--- config.mk ---
export PLATFORM = sky130hd
export DESIGN_NAME = bp_cce_dir_rd
export DESIGN_NICKNAME = d
export VERILOG_FILES = /design/src/rtl/bp_cce_pkg.sv /design/src/rtl/bp_cce_dir_tag_checker.sv /design/src/rtl/bp_cce_dir_rd.sv
export SDC_FILE = /design/constraint.sdc
export NUM_CORES = 1
export LEC_CHECK = 0
export BUFFER_PORTS_ARGS = -buffer_cell sky130_fd_sc_hd__buf_2
export CORE_ASPECT_RATIO = 0.9
export CORE_MARGIN = 2
export CORE_UTILIZATION = 49
export CTS_BUF_LIST = sky130_fd_sc_hd__clkbuf_4 sky130_fd_sc_hd__clkbuf_8
export DETAILED_ROUTE_END_ITERATION = 10
export GPL_TIMING_DRIVEN = 0
export PLACE_DENSITY = 0.87
export SETUP_SLACK_MARGIN = 0.5
export SLEW_MARGIN = 20
export SYNTH_ARGS = -nofsm -noshare
export SYNTH_HDL_FRONTEND = slang
export SYNTH_SLANG_ARGS = --single-unit
--- constraint.sdc ---
create_clock -name clk_i -period 3.2 [get_ports clk_i]
set_input_delay 0.96 -clock clk_i [delete_from_list [all_inputs] [get_ports clk_i]]
set_output_delay 0.96 -clock clk_i [all_outputs]
set_load 0.05 [all_outputs]
--- src/rtl/bp_cce_pkg.sv ---
// Shared CCE types: coherence states, directory-reader FSM states, and the
// directory entry layout macro (tag width varies per instance).
`ifndef BP_CCE_PKG_SV
`define BP_CCE_PKG_SV

`define BP_CCE_DECLARE_DIR_ENTRY_S(tag_width_mp) \
   typedef struct packed { \
      logic [tag_width_mp-1:0] tag; \
      bp_coh_states_e          state; \
   } bp_cce_dir_entry_s

package bp_cce_pkg;

   typedef enum logic [2:0] {
      e_COH_I = 3'b000,
      e_COH_S = 3'b001,
      e_COH_E = 3'b010,
      e_COH_F = 3'b011,
      e_COH_M = 3'b110,
      e_COH_O = 3'b111
   } bp_coh_states_e;

   typedef enum logic [1:0] {
      e_rd_ready,
      e_rd_issue,
      e_rd_drain,
      e_rd_done
   } bp_cce_dir_rd_state_e;

   localparam int unsigned coh_state_width_gp = $bits(bp_coh_states_e);

   // clog2 that never returns 0, so single-element fields stay 1 bit wide
   function automatic int unsigned safe_clog2(input int unsigned x);
      return (x <= 1) ? 1 : $clog2(x);
   endfunction

endpackage

`endif

--- src/rtl/bp_cce_dir_tag_checker.sv ---
// Combinational tag match over one directory row; the lowest matching valid
// way wins.
module bp_cce_dir_tag_checker
   import bp_cce_pkg::*;
 #(parameter  int unsigned lce_assoc_p     = 8,
   parameter  int unsigned tag_width_p     = 10,
   localparam int unsigned lg_lce_assoc_lp = safe_clog2(lce_assoc_p),
   localparam int unsigned entry_width_lp  = tag_width_p + coh_state_width_gp)
  (input  logic [lce_assoc_p*entry_width_lp-1:0] row_i,
   input  logic [tag_width_p-1:0]                tag_i,
   output logic                                  hit_o,
   output logic [lg_lce_assoc_lp-1:0]            way_o,
   output bp_coh_states_e                        state_o);

   `BP_CCE_DECLARE_DIR_ENTRY_S(tag_width_p);

   bp_cce_dir_entry_s [lce_assoc_p-1:0] entries;
   logic [lce_assoc_p-1:0]              match;

   assign entries = row_i;

   // an entry in state I never counts as a hit, even with a matching tag
   always_comb begin
      match = '0;
      for (int unsigned w = 0; w < lce_assoc_p; w++) begin
         match[w] = (entries[w].tag == tag_i) && (entries[w].state != e_COH_I);
      end
   end

   // descending scan leaves the lowest matching way as the final assignment
   always_comb begin
      hit_o   = |match;
      way_o   = '0;
      state_o = e_COH_I;
      for (int w = int'(lce_assoc_p) - 1; w >= 0; w--) begin
         if (match[w]) begin
            way_o   = lg_lce_assoc_lp'(w);
            state_o = entries[w].state;
         end
      end
   end

endmodule

--- src/rtl/bp_cce_dir_rd.sv ---
// Directory way-group reader: streams every LCE row of one way-group out of
// the directory RAM and consolidates per-LCE hit/way/state sharer vectors.
module bp_cce_dir_rd
   import bp_cce_pkg::*;
 #(parameter  int unsigned num_lce_p            = 4,
   parameter  int unsigned lce_assoc_p          = 8,
   parameter  int unsigned num_way_groups_p     = 8,
   parameter  int unsigned tag_width_p          = 10,
   localparam int unsigned lg_num_lce_lp        = safe_clog2(num_lce_p),
   localparam int unsigned lg_lce_assoc_lp      = safe_clog2(lce_assoc_p),
   localparam int unsigned lg_num_way_groups_lp = safe_clog2(num_way_groups_p),
   localparam int unsigned coh_w_lp             = coh_state_width_gp,
   localparam int unsigned entry_width_lp       = tag_width_p + coh_w_lp,
   localparam int unsigned addr_width_lp        = lg_num_way_groups_lp + lg_num_lce_lp)
  (input  logic                                   clk_i,
   input  logic                                   reset_i,
   input  logic                                   rd_v_i,
   output logic                                   rd_ready_o,
   input  logic [lg_num_way_groups_lp-1:0]        wg_id_i,
   input  logic [tag_width_p-1:0]                 tag_i,
   output logic                                   ram_v_o,
   output logic [addr_width_lp-1:0]               ram_addr_o,
   input  logic [lce_assoc_p*entry_width_lp-1:0]  ram_data_i,
   output logic                                   sharers_v_o,
   output logic [num_lce_p-1:0]                   sharers_hits_o,
   output logic [num_lce_p*lg_lce_assoc_lp-1:0]   sharers_ways_o,
   output logic [num_lce_p*coh_w_lp-1:0]          sharers_coh_states_o);

   localparam logic [lg_num_lce_lp-1:0] last_lce_lp = lg_num_lce_lp'(num_lce_p - 1);

   bp_cce_dir_rd_state_e state_q, state_d;

   logic [lg_num_way_groups_lp-1:0] wg_id_q, wg_id_d;
   logic [tag_width_p-1:0]          tag_q, tag_d;
   logic [lg_num_lce_lp-1:0]        cnt_q, cnt_d;
   logic [lg_num_lce_lp-1:0]        cnt_r_q, cnt_r_d;
   logic                            ram_v_q, ram_v_d;

   logic [num_lce_p-1:0]                      hits_q, hits_d;
   logic [num_lce_p-1:0][lg_lce_assoc_lp-1:0] ways_q, ways_d;
   logic [num_lce_p-1:0][coh_w_lp-1:0]        states_q, states_d;

   logic                       row_hit;
   logic [lg_lce_assoc_lp-1:0] row_way;
   bp_coh_states_e             row_state;
   logic                       accept;

   bp_cce_dir_tag_checker
    #(.lce_assoc_p (lce_assoc_p),
      .tag_width_p (tag_width_p))
    tag_checker
     (.row_i   (ram_data_i),
      .tag_i   (tag_q),
      .hit_o   (row_hit),
      .way_o   (row_way),
      .state_o (row_state));

   // state register
   always_ff @(posedge clk_i or posedge reset_i) begin
      if (reset_i) state_q <= e_rd_ready;
      else         state_q <= state_d;
   end

   // next-state logic
   always_comb begin
      state_d = state_q;
      unique case (state_q)
         e_rd_ready: if (rd_v_i) state_d = e_rd_issue;
         e_rd_issue: if (cnt_q == last_lce_lp) state_d = e_rd_drain;
         e_rd_drain: state_d = e_rd_done;
         e_rd_done:  if (rd_v_i) state_d = e_rd_issue;
         default:    state_d = e_rd_ready;
      endcase
   end

   // FSM outputs
   always_comb begin
      rd_ready_o  = 1'b0;
      ram_v_o     = 1'b0;
      sharers_v_o = 1'b0;
      unique case (state_q)
         e_rd_ready: rd_ready_o = 1'b1;
         e_rd_issue: ram_v_o    = 1'b1;
         e_rd_drain: ;
         e_rd_done: begin
            rd_ready_o  = 1'b1;
            sharers_v_o = 1'b1;
         end
         default: ;
      endcase
   end

   assign accept               = rd_ready_o & rd_v_i;
   assign ram_addr_o           = {wg_id_q, cnt_q};
   assign sharers_hits_o       = hits_q;
   assign sharers_ways_o       = ways_q;
   assign sharers_coh_states_o = states_q;

   // request latch, row counter and sharer-vector consolidation
   always_comb begin
      wg_id_d  = wg_id_q;
      tag_d    = tag_q;
      cnt_d    = cnt_q;
      cnt_r_d  = cnt_r_q;
      ram_v_d  = ram_v_o;
      hits_d   = hits_q;
      ways_d   = ways_q;
      states_d = states_q;

      if (ram_v_o) cnt_r_d = cnt_q;

      // RAM data returns one cycle after the read; a miss writes zeros
      if (ram_v_q) begin
         hits_d[cnt_r_q]   = row_hit;
         ways_d[cnt_r_q]   = row_way;
         states_d[cnt_r_q] = row_state;
      end

      if ((state_q == e_rd_issue) && (cnt_q != last_lce_lp)) cnt_d = cnt_q + 1'b1;

      if (accept) begin
         wg_id_d  = wg_id_i;
         tag_d    = tag_i;
         cnt_d    = '0;
         hits_d   = '0;
         ways_d   = '0;
         states_d = '0;
      end
   end

   always_ff @(posedge clk_i or posedge reset_i) begin
      if (reset_i) begin
         wg_id_q  <= '0;
         tag_q    <= '0;
         cnt_q    <= '0;
         cnt_r_q  <= '0;
         ram_v_q  <= 1'b0;
         hits_q   <= '0;
         ways_q   <= '0;
         states_q <= '0;
      end else begin
         wg_id_q  <= wg_id_d;
         tag_q    <= tag_d;
         cnt_q    <= cnt_d;
         cnt_r_q  <= cnt_r_d;
         ram_v_q  <= ram_v_d;
         hits_q   <= hits_d;
         ways_q   <= ways_d;
         states_q <= states_d;
      end
   end

endmodule

## Word level (Yosys, flattened, before mapping)

Cells that the tools add are included.

- Register bits: 48
- Input port bits: 120
- Output and inout port bits: 36
- Logic and storage cells: 95

- $add $sub $neg: 1
- Magnitude comparators: 2
- Equality and inequality tests: 15
- Multiplexer cells: 37
- Bitwise gates (word level): 1
- Reductions and logical operators: 24

Operator list:

| kind | number |
|---|---|
| $eq A10 B10 Y1 | 8 |
| $mux W3 | 17 |
| $mux W12 | 4 |
| $bwmux W12 | 2 |
| $reduce_bool A3 Y1 | 8 |
| $logic_and A1 B1 Y1 | 10 |
| $mux W2 | 4 |
| $mux W4 | 2 |
| $reduce_or A8 Y1 | 1 |
| $demux W3 S2 | 1 |
| $eq A2 B2 Y1 const B | 3 |
| $pmux W2 S3 | 1 |
| $bwmux W4 | 1 |
| $mux W1 | 4 |
| $ne A2 B2 Y1 const B | 2 |
| $reduce_bool A2 Y1 | 2 |
| $lt A2 B3 Y1 const B | 1 |
| $add A2 B1 Y2 const B | 1 |
| $demux W1 S2 | 1 |
| $eq A2 B1 Y1 const B | 1 |
| $ge A2 B1 Y1 const B | 1 |
| $logic_not A2 Y1 | 1 |
| $ne A2 B1 Y1 const B | 1 |
| $reduce_and A2 Y1 | 1 |
| other kinds (2) | 2 |

## Depth between registers and ports, before layout

Gate-level depths: netlist of run 1.

- Depth after elaboration: 13
- Mapped depth: 9
- Mapped depth without buffers: 7

## Modules after synthesis

From an unflattened synthesis of run 1, not the netlist that was laid out.

- Cells, all modules: 360
- Area total of the unflattened synthesis: 3,432.0 µm²

By module, submodules not included:

| module | instances | cells each | area an instance (µm²) | seq. area each (µm²) |
|---|---|---|---|---|
| bp_cce_dir_rd | 1 | 156 | 1,919.3 | 1,201.2 |
| bp_cce_dir_tag_checker | 1 | 204 | 1,512.7 | 0.0 |

## Worst setup path after synthesis of run 1

Ideal clock, no wire load.

- Kind: input-to-reg
- Start: in ram_data_i[74]
- End: reg states_q, in the netlist sharers_coh_states_o[6]
- Setup time: 0.110 ns
- Data arrival time: 2.751 ns
- Required time: 3.090 ns
- Path slack: 0.339 ns
- Stages: 8
- Path buffers: 1
- Cell sequence: xor2_1 or4_1 or3_1 buf_2 a21boi_1 a21oi_2 nor2_1 o41ai_1

- Longest elaborated chain between the ends: 11

Ends and longest elaborated chain:

| item | line | text |
|---|---|---|
| start: declaration | bp_cce_dir_rd.sv:23 | `input logic [lce_assoc_p*entry_width_lp-1:0] ram_data_i,` |
| $eq A10 B10 Y1 | bp_cce_dir_tag_checker.sv:26 | `match[w] = (entries[w].tag == tag_i) && (entries[w].state != e_COH_I);` |
| $logic_and A1 B1 Y1 | bp_cce_dir_tag_checker.sv:26 |  |
| $mux W3 (6 in series) | bp_cce_dir_tag_checker.sv:36 | `if (match[w]) begin` |
| $bwmux W12 | bp_cce_dir_rd.sv:116 | `states_d[cnt_r_q] = row_state;` |
| $mux W12 | bp_cce_dir_rd.sv:113 | `if (ram_v_q) begin` |
| $mux W12 | bp_cce_dir_rd.sv:121 | `if (accept) begin` |
| end signal: assignment | bp_cce_dir_rd.sv:149 | `states_q <= states_d;` |
| end: declaration | bp_cce_dir_rd.sv:41 | `logic [num_lce_p-1:0][coh_w_lp-1:0] states_q, states_d;` |

Every way passes these cells. The select of a mux whose other input is x is not followed.
A chain may end at the register's enable or synchronous reset.

## Worst setup path after layout of run 1

- Start: in ram_data_i[74]
- End: reg states_q, in the netlist sharers_coh_states_o[3]

Same word-level chain as after synthesis.

==> metrics.md, run 1 <==
| Metric | Value |
|---|---|
| Number of detailed-route iterations in the first pass | 6 |
| Worst Path Max Fanout | 7 |
| DP HPWL | 9350 um |
| Final Cycle Share | 86.9% |
| Via/cell ratio | 5.90 |
| Crit path arrival time | 2.98 ns |
| Slew margin rel. | 58.9% |
| Most common cell after layout, fill and taps aside | buf_2 |
| TritonCTS clock tree | done |
| DR iter-0 viols | 316 |
| First-pass GRT wire length | 18400 um |
| Worst slew pin tran | 0.606 ns |
| Worst Hold Depth | 2 |
| Dpl cell area | 4440 sq um |
| Setup CP Type | in2reg |
| Met3 Usage GRT | 7.72% |
| Cells after Synth | 426 |
| Placed insts | 675 |
| Post-synth EDFFs | 0 |
| RSZ-0062 raised after global routing | yes |
| CTS buffer count | 5 |
| Post-synth top area share | 34.2% |
| Reg-to-Reg End | sharers_coh_states_o[3]$_DFFE_PP0P_ |
| Core area | 7000 sq um |
| Most frequent cells in the layout | buf_2 (160), nand2_1 (72), dfrtp_1 (48) |
| Final min period | 2.78 ns |
| Fin nets | 714 |
| Worst slack, placed | -0.0463 ns |
| M2 GR Usage | 52.0% |
| WL per Instance | 18.1 um |
| Detailed-route via count | 4035 |
| Root buf cell | clkbuf_8 |
| CP bufs+invs | 2 |
| Critical R2R Launch | tag_q[9]$_DFFE_PP0P_ |
| Worst Reg-to-Reg Cells | 9 |
| Final Skew | 0.00335 ns |
| Clock tree buffer depth | 2 |
| Antenna violations before repair | 1 |
| CP cell instances | buf_6 > xor2_1 > or4_4 > or3_4 > buf_6 > a21boi_1 > a21oi_2 > nor2_4 > o41ai_2 |
| R2R Setup Slk | 0.57 ns |
| ANT nets after route | 0 |
| Final WL | 12400 um |
| Synth area leader | dfrtp_1 |
| Peak VDD IR | 672 uV |
| Initial core utilization | 50.1% |
| Synth Cell Area | 3510 sq um |
| Met1 Use GR | 33.9% |
| Seq/Total Area, Yosys | 34.2% |
| CP top delay family | simple AND/OR/NAND/NOR gates |
| Post-Syn Nets | 550 |
| Diode count | 0 |
| Post-CTS Hold Fix Bufs | 0 |
| Busiest grt layer | met2 |
| Area contributors post-synth | dfrtp_1 (34%), xor2_1 (11%), xnor2_1 (9.2%), nand2_1 (7.7%), o21ai_0 (3.7%) |
| Crit-path most repeated cell | buf_6 |
| Max-Cap Viols | 0 |
| PD cells | 739 nW/um^2 |
| Post-Layout Inst Area | 4740 sq um |
| Final setup viols | 0 |
| Port Buffers | 155 |
| Worst Hold Launch | wg_id_q[2]$_DFFE_PP0P_ |
| Critical path startpoint category | primary input |
| Yosys reg bits | 48 |
| Util after Layout | 67.6% |
| Non-filler instance count after layout | 684 |
| Std-Cell Rows | 29 |
| Tot GR Track Use | 29.6% |
| Overall die height | 84.3 um |
| CTS clk-pin slew, worst paths | 0.09 ns |
| Distinct cell type count after synthesis | 49 |
| Remaining Overflow, GRT | 0 |
| Largest net degree at the start of global routing | 26 |
| Vias in the first global route | 3985 |
| CP Capture Type | flop |
| Crit-path slowest cell | or4_4 |
| Post-route DRC | 0 |
| Die X | 93.2 um |
| Setup TNS | 0 ns |
| Worst-skew pair later-pin latency | 0.30 ns |
| Hold Violations, Final | 0 |
| Die Area | 7860 sq um |
| Leak pwr | 2.26 nW |
| WHS | 0.485 ns |
| RD Place Congestion | 0.944 |
| Max Clock Freq | 359 MHz |
| Yosys warnings | 0 |
| Primary FF master, synth | dfrtp_1 |
| Max-slew violation count | 0 |
| Outcome | completed |
| Layout area overhead | 34.9% |
| Share of cells above drive strength 1 | 35.7% |
| CTS H-Tree Depth | 2 |
| CP max stage delay | 0.57 ns |
| Fin worst setup slack | 0.418 ns |
| Overall Power | 3.50 mW |
| Hold worst-path end | wg_id_q[2]$_DFFE_PP0P_ |
| Syn Area/Cell | 8.24 sq um |
| Number of fill cells | 578 |
| Asr flop ratio synth | 100% |
| Worst endpoint required time | 3.40 ns |
| # IOs | 156 |
| CTS Sinks | 48 |
| Hold crit path type | reg2reg |
## sequential cells by signal, indices dropped and copies added (netlist names)
| register | cells |
|---|---|
| cnt_q | 2 |
| cnt_r_q | 2 |
| ram_v_q | 1 |
| sharers_coh_states_o | 12 |
| sharers_hits_o | 4 |
| sharers_ways_o | 12 |
| state_q | 2 |
| tag_q | 10 |
| wg_id_q | 3 |
## worst register-to-register path, delay by kind of cell, from the launching register on
family	cells	cell delay (ns)
flops	1	0.37
buf+inv	2	0.36
xor+xnor	1	0.21
simple gates	3	0.96
compound gates	3	0.63
## metal layers
layer / vias up / share of wire [%]
li1: 1828 / -
met1: 1878 / 38
met2: 270 / 49
met3: 57 / 9.5
met4: 2 / 4.1
met5: - / 0.10
## kinds of logic (layout without fill, tap and decap cells)
family / count (synthesis) / count (layout) / share of synthesized area, %
AOI/OAI and AO/OA: 82 / 82 / 14.8
xor gates and xnor gates: 81 / 81 / 20.2
adders and majority gates: 4 / 4 / 1.43
buffers and inverters: 26 / 191 / 3.42
DFF: 48 / 48 / 34.2
muxes: 3 / 3 / 0.927
and+or+nand+nor: 182 / 182 / 25.0
## synth_stat cells (9+ instances only)
| library cell | instances |
|---|---|
| nor3_1 | 18 |
| dfrtp_1 | 48 |
| xor2_1 | 44 |
| o21ai_0 | 26 |
| buf_2 | 9 |
| a21oi_1 | 22 |
| nand2_1 | 72 |
| xnor2_1 | 37 |
| nor2_1 | 24 |
| nand3_1 | 19 |
| clkbuf_1 | 10 |
| nor4_1 | 15 |
## layout make-up
class                      instances  area, sq um  area share [%]
sequential                        48         1200            25.4
multi-input combinational        352         2360            49.9
inverter                           4         15.0           0.317
tap                               93          116            2.46
clock buffer                       7         90.1            1.90
buffer                            22          113            2.38
timing repair buffer             157          830            17.5
clock inverter                     1         7.51           0.159
## what timing repair did
item,4_1_cts,5_1_grt
endpoints found under the setup margin,20,28
buffers inserted,0,1
hold endpoints to repair,0,0
resized for setup,10,30
pin swaps,1,13
## power breakdown
group | internal (mW) | switching (mW)
Clock | 0.184 | 0.203
Combinational | 0.729 | 1.52
Sequential | 0.768 | 0.0962
## how the worst max path moves through the flow
stage / from / endpoint / slack [ns] / cells after the start
6_report: ram_data_i[74] / sharers_coh_states_o[3]$_DFFE_PP0P_ / 0.42 / 9
5_1_grt: ram_data_i[74] / sharers_coh_states_o[6]$_DFFE_PP0P_ / 0.35 / 9
4_1_cts: ram_data_i[74] / sharers_coh_states_o[3]$_DFFE_PP0P_ / 0.46 / 9
3_5_place_dp: ram_data_i[88] / sharers_ways_o[2]$_DFFE_PP0P_ / -0.05 / 8
3_3_place_gp: ram_data_i[88] / sharers_ways_o[5]$_DFFE_PP0P_ / 0.06 / 8
2_1_floorplan: ram_data_i[74] / sharers_coh_states_o[3]$_DFFE_PP0P_ / 0.40 / 8
Note: power is estimated with default switching activity, not from simulation.
==> run 2: changes to the inputs <==
--- a/config.mk
+++ b/config.mk
@@ -12,7 +12,7 @@
 export CTS_BUF_LIST = sky130_fd_sc_hd__clkbuf_4 sky130_fd_sc_hd__clkbuf_8
 export DETAILED_ROUTE_END_ITERATION = 10
 export GPL_TIMING_DRIVEN = 0
-export PLACE_DENSITY = 0.87
+export PLACE_DENSITY = 0.86
 export SETUP_SLACK_MARGIN = 0.5
 export SLEW_MARGIN = 20
 export SYNTH_ARGS = -nofsm -noshare
==> run 2 against run 1 <==
Against the previous run:
- non-clock buffer count stayed put
- clock power shrank 7.5%
- via count down 2.6%
- wire length is 5.5% lower
- hold slack better by 0.0057 ns
- flip-flop and latch count unchanged
- first-iteration DRC count increased by 3.2%
- setup slack gained 0.087 ns
- highest routed layer is now met4
==> metrics.md, run 2 (synthesis gave the netlist of run 1 again) <==
| Metric | Value |
|---|---|
| Vias in the first global route | 3905 |
| Final Cycle Share | 84.2% |
| Std-Cell Rows | 29 |
| Initial core utilization | 50.1% |
| Number of fill cells | 600 |
| Hold crit path type | reg2reg |
| Leak pwr | 2.24 nW |
| First-pass GRT wire length | 18100 um |
| Peak VDD IR | 598 uV |
| TritonCTS clock tree | done |
| Final min period | 2.69 ns |
| CP Capture Type | flop |
| Final Skew | 0.00659 ns |
| Post-route DRC | 0 |
| DP HPWL | 9090 um |
| CTS clk-pin slew, worst paths | 0.08 ns |
| # IOs | 156 |
| Hold Violations, Final | 0 |
| Util after Layout | 66.4% |
| Met1 Use GR | 36.4% |
| Tot GR Track Use | 29.2% |
| Placed insts | 675 |
| Busiest grt layer | met2 |
| WL per Instance | 17.2 um |
| Non-filler instance count after layout | 683 |
| Post-CTS Hold Fix Bufs | 0 |
| Number of detailed-route iterations in the first pass | 7 |
| M2 GR Usage | 49.7% |
| Outcome | completed |
| Overall die height | 84.3 um |
| Dpl cell area | 4440 sq um |
| Setup CP Type | in2reg |
| Diode count | 0 |
| Overall Power | 3.41 mW |
| Crit path arrival time | 2.90 ns |
| Die X | 93.2 um |
| DR iter-0 viols | 326 |
| Post-Layout Inst Area | 4650 sq um |
| Worst slew pin tran | 0.693 ns |
| Max-slew violation count | 0 |
| Fin nets | 714 |
| Most frequent cells in the layout | buf_2 (162), nand2_1 (72), dfrtp_1 (48) |
| Via/cell ratio | 5.75 |
| Final setup viols | 0 |
| Area of the multi-input gates | 2310 sq um |
| CTS H-Tree Depth | 2 |
| Remaining Overflow, GRT | 0 |
| Clock tree buffer depth | 2 |
| Worst Path Max Fanout | 7 |
| Met3 Usage GRT | 6.64% |
| Setup TNS | 0 ns |
| Die Area | 7860 sq um |
| Max-Cap Viols | 0 |
| Detailed-route via count | 3930 |
| PD cells | 734 nW/um^2 |
| Worst endpoint required time | 3.41 ns |
| CTS Sinks | 48 |
| Max Clock Freq | 371 MHz |
| Share of cells above drive strength 1 | 34.7% |
| Layout area overhead | 32.4% |
| RD Place Congestion | 0.986 |
| RSZ-0062 raised after global routing | yes |
| Worst-skew pair later-pin latency | 0.31 ns |
| ANT nets after route | 0 |
| CTS buffer count | 5 |
| Antenna violations before repair | 0 |
| Final WL | 11700 um |
| Port Buffers | 155 |
| Root buf cell | clkbuf_8 |
| Most common cell after layout, fill and taps aside | buf_2 |
| Core area | 7000 sq um |
| Slew margin rel. | 53.5% |
| Largest net degree at the start of global routing | 28 |
| Reg area | 1200 sq um |
| Critical path startpoint category | primary input |
run 2: cell count changes in the layout (fill, tap and decap cells not counted), sizes merged:
cell | before | now
clkbuf | 17 | 16
clkinv | 0 | 1
clkinvlp | 1 | 0
run 2: layer usage:
metal	vias up	wire length (um)
met3	37	963
met2	221	5730
met4	0	313
li1	1832	-
met5	-	0
met1	1840	4730
run 2: worst max-delay path: stages:
cell,delay (ns)
buf_2,0.10
xor2_1,0.14
or4_4,0.55
or3_4,0.34
buf_6,0.14
a21boi_1,0.13
a21oi_2,0.19
nor2_4,0.08
o41ai_2,0.27
run 2: through the flow:
step | hold WS [ns] | setup WS, ns
6_report | 0.491 | 0.505
5_1_grt | 0.519 | 0.438
4_1_cts | 0.492 | 0.497
3_5_place_dp | 0.466 | -0.0187
3_3_place_gp | 0.455 | 0.0617
2_1_floorplan | 0.501 | 0.399
run 2: worst paths after layout:
check                      cells past startpoint  slack (ns)                             endpoint                   start
min in group asynchronous                      2        0.66               wg_id_q[0]$_DFFE_PP0P_                 reset_i
max in group asynchronous                      3        2.04  sharers_coh_states_o[5]$_DFFE_PP0P_                 reset_i
max reg2reg                                    8        0.63        sharers_ways_o[0]$_DFFE_PP0P_    tag_q[7]$_DFFE_PP0P_
max                                            9        0.51  sharers_coh_states_o[3]$_DFFE_PP0P_          ram_data_i[74]
min reg2reg                                    2        0.49               wg_id_q[1]$_DFFE_PP0P_  wg_id_q[1]$_DFFE_PP0P_
min                                            2        0.49               wg_id_q[1]$_DFFE_PP0P_  wg_id_q[1]$_DFFE_PP0P_
run 2: what timing repair did:
item	4_1_cts	5_1_grt
pin swaps	3	10
setup buffers	0	1
resized for setup	8	21
setup endpoints to repair	20	24
run 2: area by class of cell:
cell class / instances / share of cell area, %
Buffer: 22 / 2.42
Clock inverter: 1 / 0.108
Multi-Input combinational cell: 352 / 49.7
Clock buffer: 6 / 1.64
Timing Repair Buffer: 157 / 17.4
Sequential cell: 48 / 25.8
Tap cell: 93 / 2.50
Inverter: 4 / 0.323
run 2: power by group:
group / leakage (nW) / switching, mW / internal (mW)
clock: 0.0445 / 0.201 / 0.157
sequential: 0.634 / 0.0940 / 0.768
combinational: 1.56 / 1.47 / 0.721
==> run 3: changes to the inputs <==
--- a/config.mk
+++ b/config.mk
@@ -8,11 +8,11 @@
 export BUFFER_PORTS_ARGS = -buffer_cell sky130_fd_sc_hd__buf_2
 export CORE_ASPECT_RATIO = 0.9
 export CORE_MARGIN = 2
-export CORE_UTILIZATION = 49
+export CORE_UTILIZATION = 45
 export CTS_BUF_LIST = sky130_fd_sc_hd__clkbuf_4 sky130_fd_sc_hd__clkbuf_8
 export DETAILED_ROUTE_END_ITERATION = 10
 export GPL_TIMING_DRIVEN = 0
-export PLACE_DENSITY = 0.86
+export PLACE_DENSITY = 0.83
 export SETUP_SLACK_MARGIN = 0.5
 export SLEW_MARGIN = 20
 export SYNTH_ARGS = -nofsm -noshare
==> constraint.sdc (replaced) <==
create_clock -name clk_i -period 2.2 [get_ports clk_i]
set_input_delay 0.66 -clock clk_i [delete_from_list [all_inputs] [get_ports clk_i]]
set_output_delay 0.66 -clock clk_i [all_outputs]
set_load 0.05 [all_outputs]
==> run 3 against run 2 <==
Against the previous run:
- register-to-register slack got worse by 0.99 ns
- flip-flop and latch count did not move
- the flow now finishes with violations (setup timing)
- via count grew 1.0%
- hold slack got worse by 0.14 ns
- critical path depth unchanged
- cell count grew 3.2%
==> metrics.md, run 3 (synthesis gave the netlist of run 1 again) <==
| Metric | Value |
|---|---|
| Outcome | finished, violations left |
| Failing checks | setup timing |
| Dpl cell area | 4490 sq um |
| Crit-path slowest cell | or4_4 |
| Worst Reg-to-Reg Cells | 9 |
| Port Buffers | 155 |
| Clock network power share | 9.6% |
| Std-Cell Rows | 30 |
| Int Pwr | 2.84 mW |
| CTS H-Tree Depth | 2 |
| Via/cell ratio | 5.63 |
| Util after Layout | 67.9% |
| Final setup viols | 28 |
| Slew margin rel. | 45.2% |
| RSZ-0062 raised after global routing | yes |
| Hold Violations, Final | 0 |
| Critical path startpoint category | flop |
| Final min period | 2.56 ns |
| Die Area | 8520 sq um |
| Hold crit path type | in2async |
| Final Skew | 0.00478 ns |
| Most common cell after layout, fill and taps aside | buf_2 |
| Max-slew violation count | 0 |
| Routed length on met2 | 6170 um |
| DP HPWL | 9060 um |
| CP Capture Type | flop |
| Max Clock Freq | 391 MHz |
| Diode count | 0 |
| Layout area overhead | 46.0% |
| CTS buffer count | 5 |
| Worst slack, placed | -0.708 ns |
| Detailed-route via count | 3971 |
| TritonCTS clock tree | done |
| Worst Path Max Fanout | 4 |
| Fin nets | 733 |
| Logic pwr share | 67.7% |
| Number of detailed-route iterations in the first pass | 5 |
| PD cells | 1100 nW/um^2 |
| Max-Cap Viols | 0 |
| Root buf cell | clkbuf_8 |
| Worst-skew pair later-pin latency | 0.31 ns |
| Peak VDD IR | 1500 uV |
| Clock tree buffer depth | 2 |
| DR iter-0 viols | 298 |
| Post-CTS Hold Fix Bufs | 0 |
| Flop pwr share | 22.6% |
| # IOs | 156 |
| WL per Instance | 17.9 um |
| Post-route DRC | 0 |
| Fin worst setup slack | -0.357 ns |
| Remaining Overflow, GRT | 0 |
| Antenna violations before repair | 0 |
| Die X | 97.1 um |
| Largest net degree at the start of global routing | 49 |
| Leak pwr | 2.45 nW |
| Final Cycle Share | 116% |
| Setup TNS | -7.38 ns |
| Wire length on met3 | 969 um |
| First-pass GRT wire length | 19600 um |
| Vias in the first global route | 4063 |
| Crit path arrival time | 2.75 ns |
| Setup CP Type | reg2reg |
| ANT nets after route | 0 |
| Tot GR Track Use | 28.9% |
| Post-Layout Inst Area | 5120 sq um |
| CP max stage delay | 0.54 ns |
| Worst endpoint required time | 2.40 ns |
| Overall Power | 5.64 mW |
| Share of cells above drive strength 1 | 41.2% |
| CP cell instances | buf_6 > xor2_1 > or4_4 > or3_1 > buf_6 > a21boi_2 > a21oi_2 > nor2_4 > o41ai_4 |
| CTS clk-pin slew, worst paths | 0.09 ns |
| Most frequent cells in the layout | buf_2 (154), nand2_1 (71), dfrtp_1 (47) |
| Crit-path most repeated cell | buf_6 |
| CTS Sinks | 48 |
| Wire length on met1 | 5100 um |
| Worst slew pin tran | 0.815 ns |
| Max layer used | met4 |
| Final WL | 12600 um |
| Initial core utilization | 46.5% |
| Sw frac | 49.6% |
| Switching power | 2.80 mW |
| Overall die height | 87.8 um |
| RD Place Congestion | 0.930 |
| Core area | 7540 sq um |
run 3: changes by cell type in the layout (fill, tap and decap cells not counted), moves of 4 or more:
cell / change
buf_2: -8
buf_4: +17
buf_6: +5
buf_8: +4
clkbuf_1: -5
o21ai_0: -5
o21ai_1: +4
run 3: path summary, 6_finish.rpt:
path                       slack, ns                   start                             endpoint
setup / recovery               -0.36    tag_q[9]$_DFFE_PP0P_  sharers_coh_states_o[3]$_DFFE_PP0P_
min in group clk_i              0.49  wg_id_q[0]$_DFFE_PP0P_               wg_id_q[0]$_DFFE_PP0P_
hold / removal                  0.35                 reset_i               wg_id_q[0]$_DFFE_PP0P_
setup reg to reg               -0.36    tag_q[9]$_DFFE_PP0P_  sharers_coh_states_o[3]$_DFFE_PP0P_
max in group asynchronous       1.37                 reset_i               state_q[0]$_DFFE_PP0P_
hold reg to reg                 0.49  wg_id_q[0]$_DFFE_PP0P_               wg_id_q[0]$_DFFE_PP0P_
run 3: power by group through the flow:
stage	Sequential (mW)	Combinational, mW	Clock, mW
floorplan	1.60	2.01	0
global placement	1.26	3.03	0
detailed placement	1.27	3.10	0
CTS	1.27	3.43	0.548
global route	1.30	4.11	0.589
finish	1.28	3.82	0.543
run 3: worst max-delay path: cells and delay by family (launching register included):
family / cells / cell delay (ns)
buf+inv: 2 / 0.27
compound gates: 3 / 0.65
simple gates: 3 / 0.97
flops: 1 / 0.40
xor+xnor: 1 / 0.15
run 3: repair_timing:
action                                 CTS  global route
endpoints found under the hold margin    0             0
buffers inserted                        11             9
pin swaps                               15            13
setup endpoints to repair               39            46
gates resized for setup                 42            41
run 3: layout make-up:
type / instances / area [sq um]
plain buffers: 22 / 148
well taps: 96 / 120
repair buffers: 176 / 1010
fillers: 647 / 2420
clock buffers: 6 / 82.6
clock inverters: 1 / 8.76
inverters: 4 / 18.8
flip-flops and latches: 48 / 1200
multi-input cells: 352 / 2530
run 3: through the flow:
stage	hold slack, ns	instances
6_report	0.346	705
3_5_place_dp	0.465	677
3_3_place_gp	0.457	677
5_1_grt	0.371	705
4_1_cts	0.490	695
2_1_floorplan	0.501	426
run 3: per-layer routing:
| metal | global-route usage (%) | vias up |
|---|---|---|
| met5 | 0 | - |
| met1 | 35.4 | 1863 |
| met4 | 9.35 | 0 |
| li1 | - | 1864 |
| met2 | 52.0 | 206 |
| met3 | 5.67 | 38 |
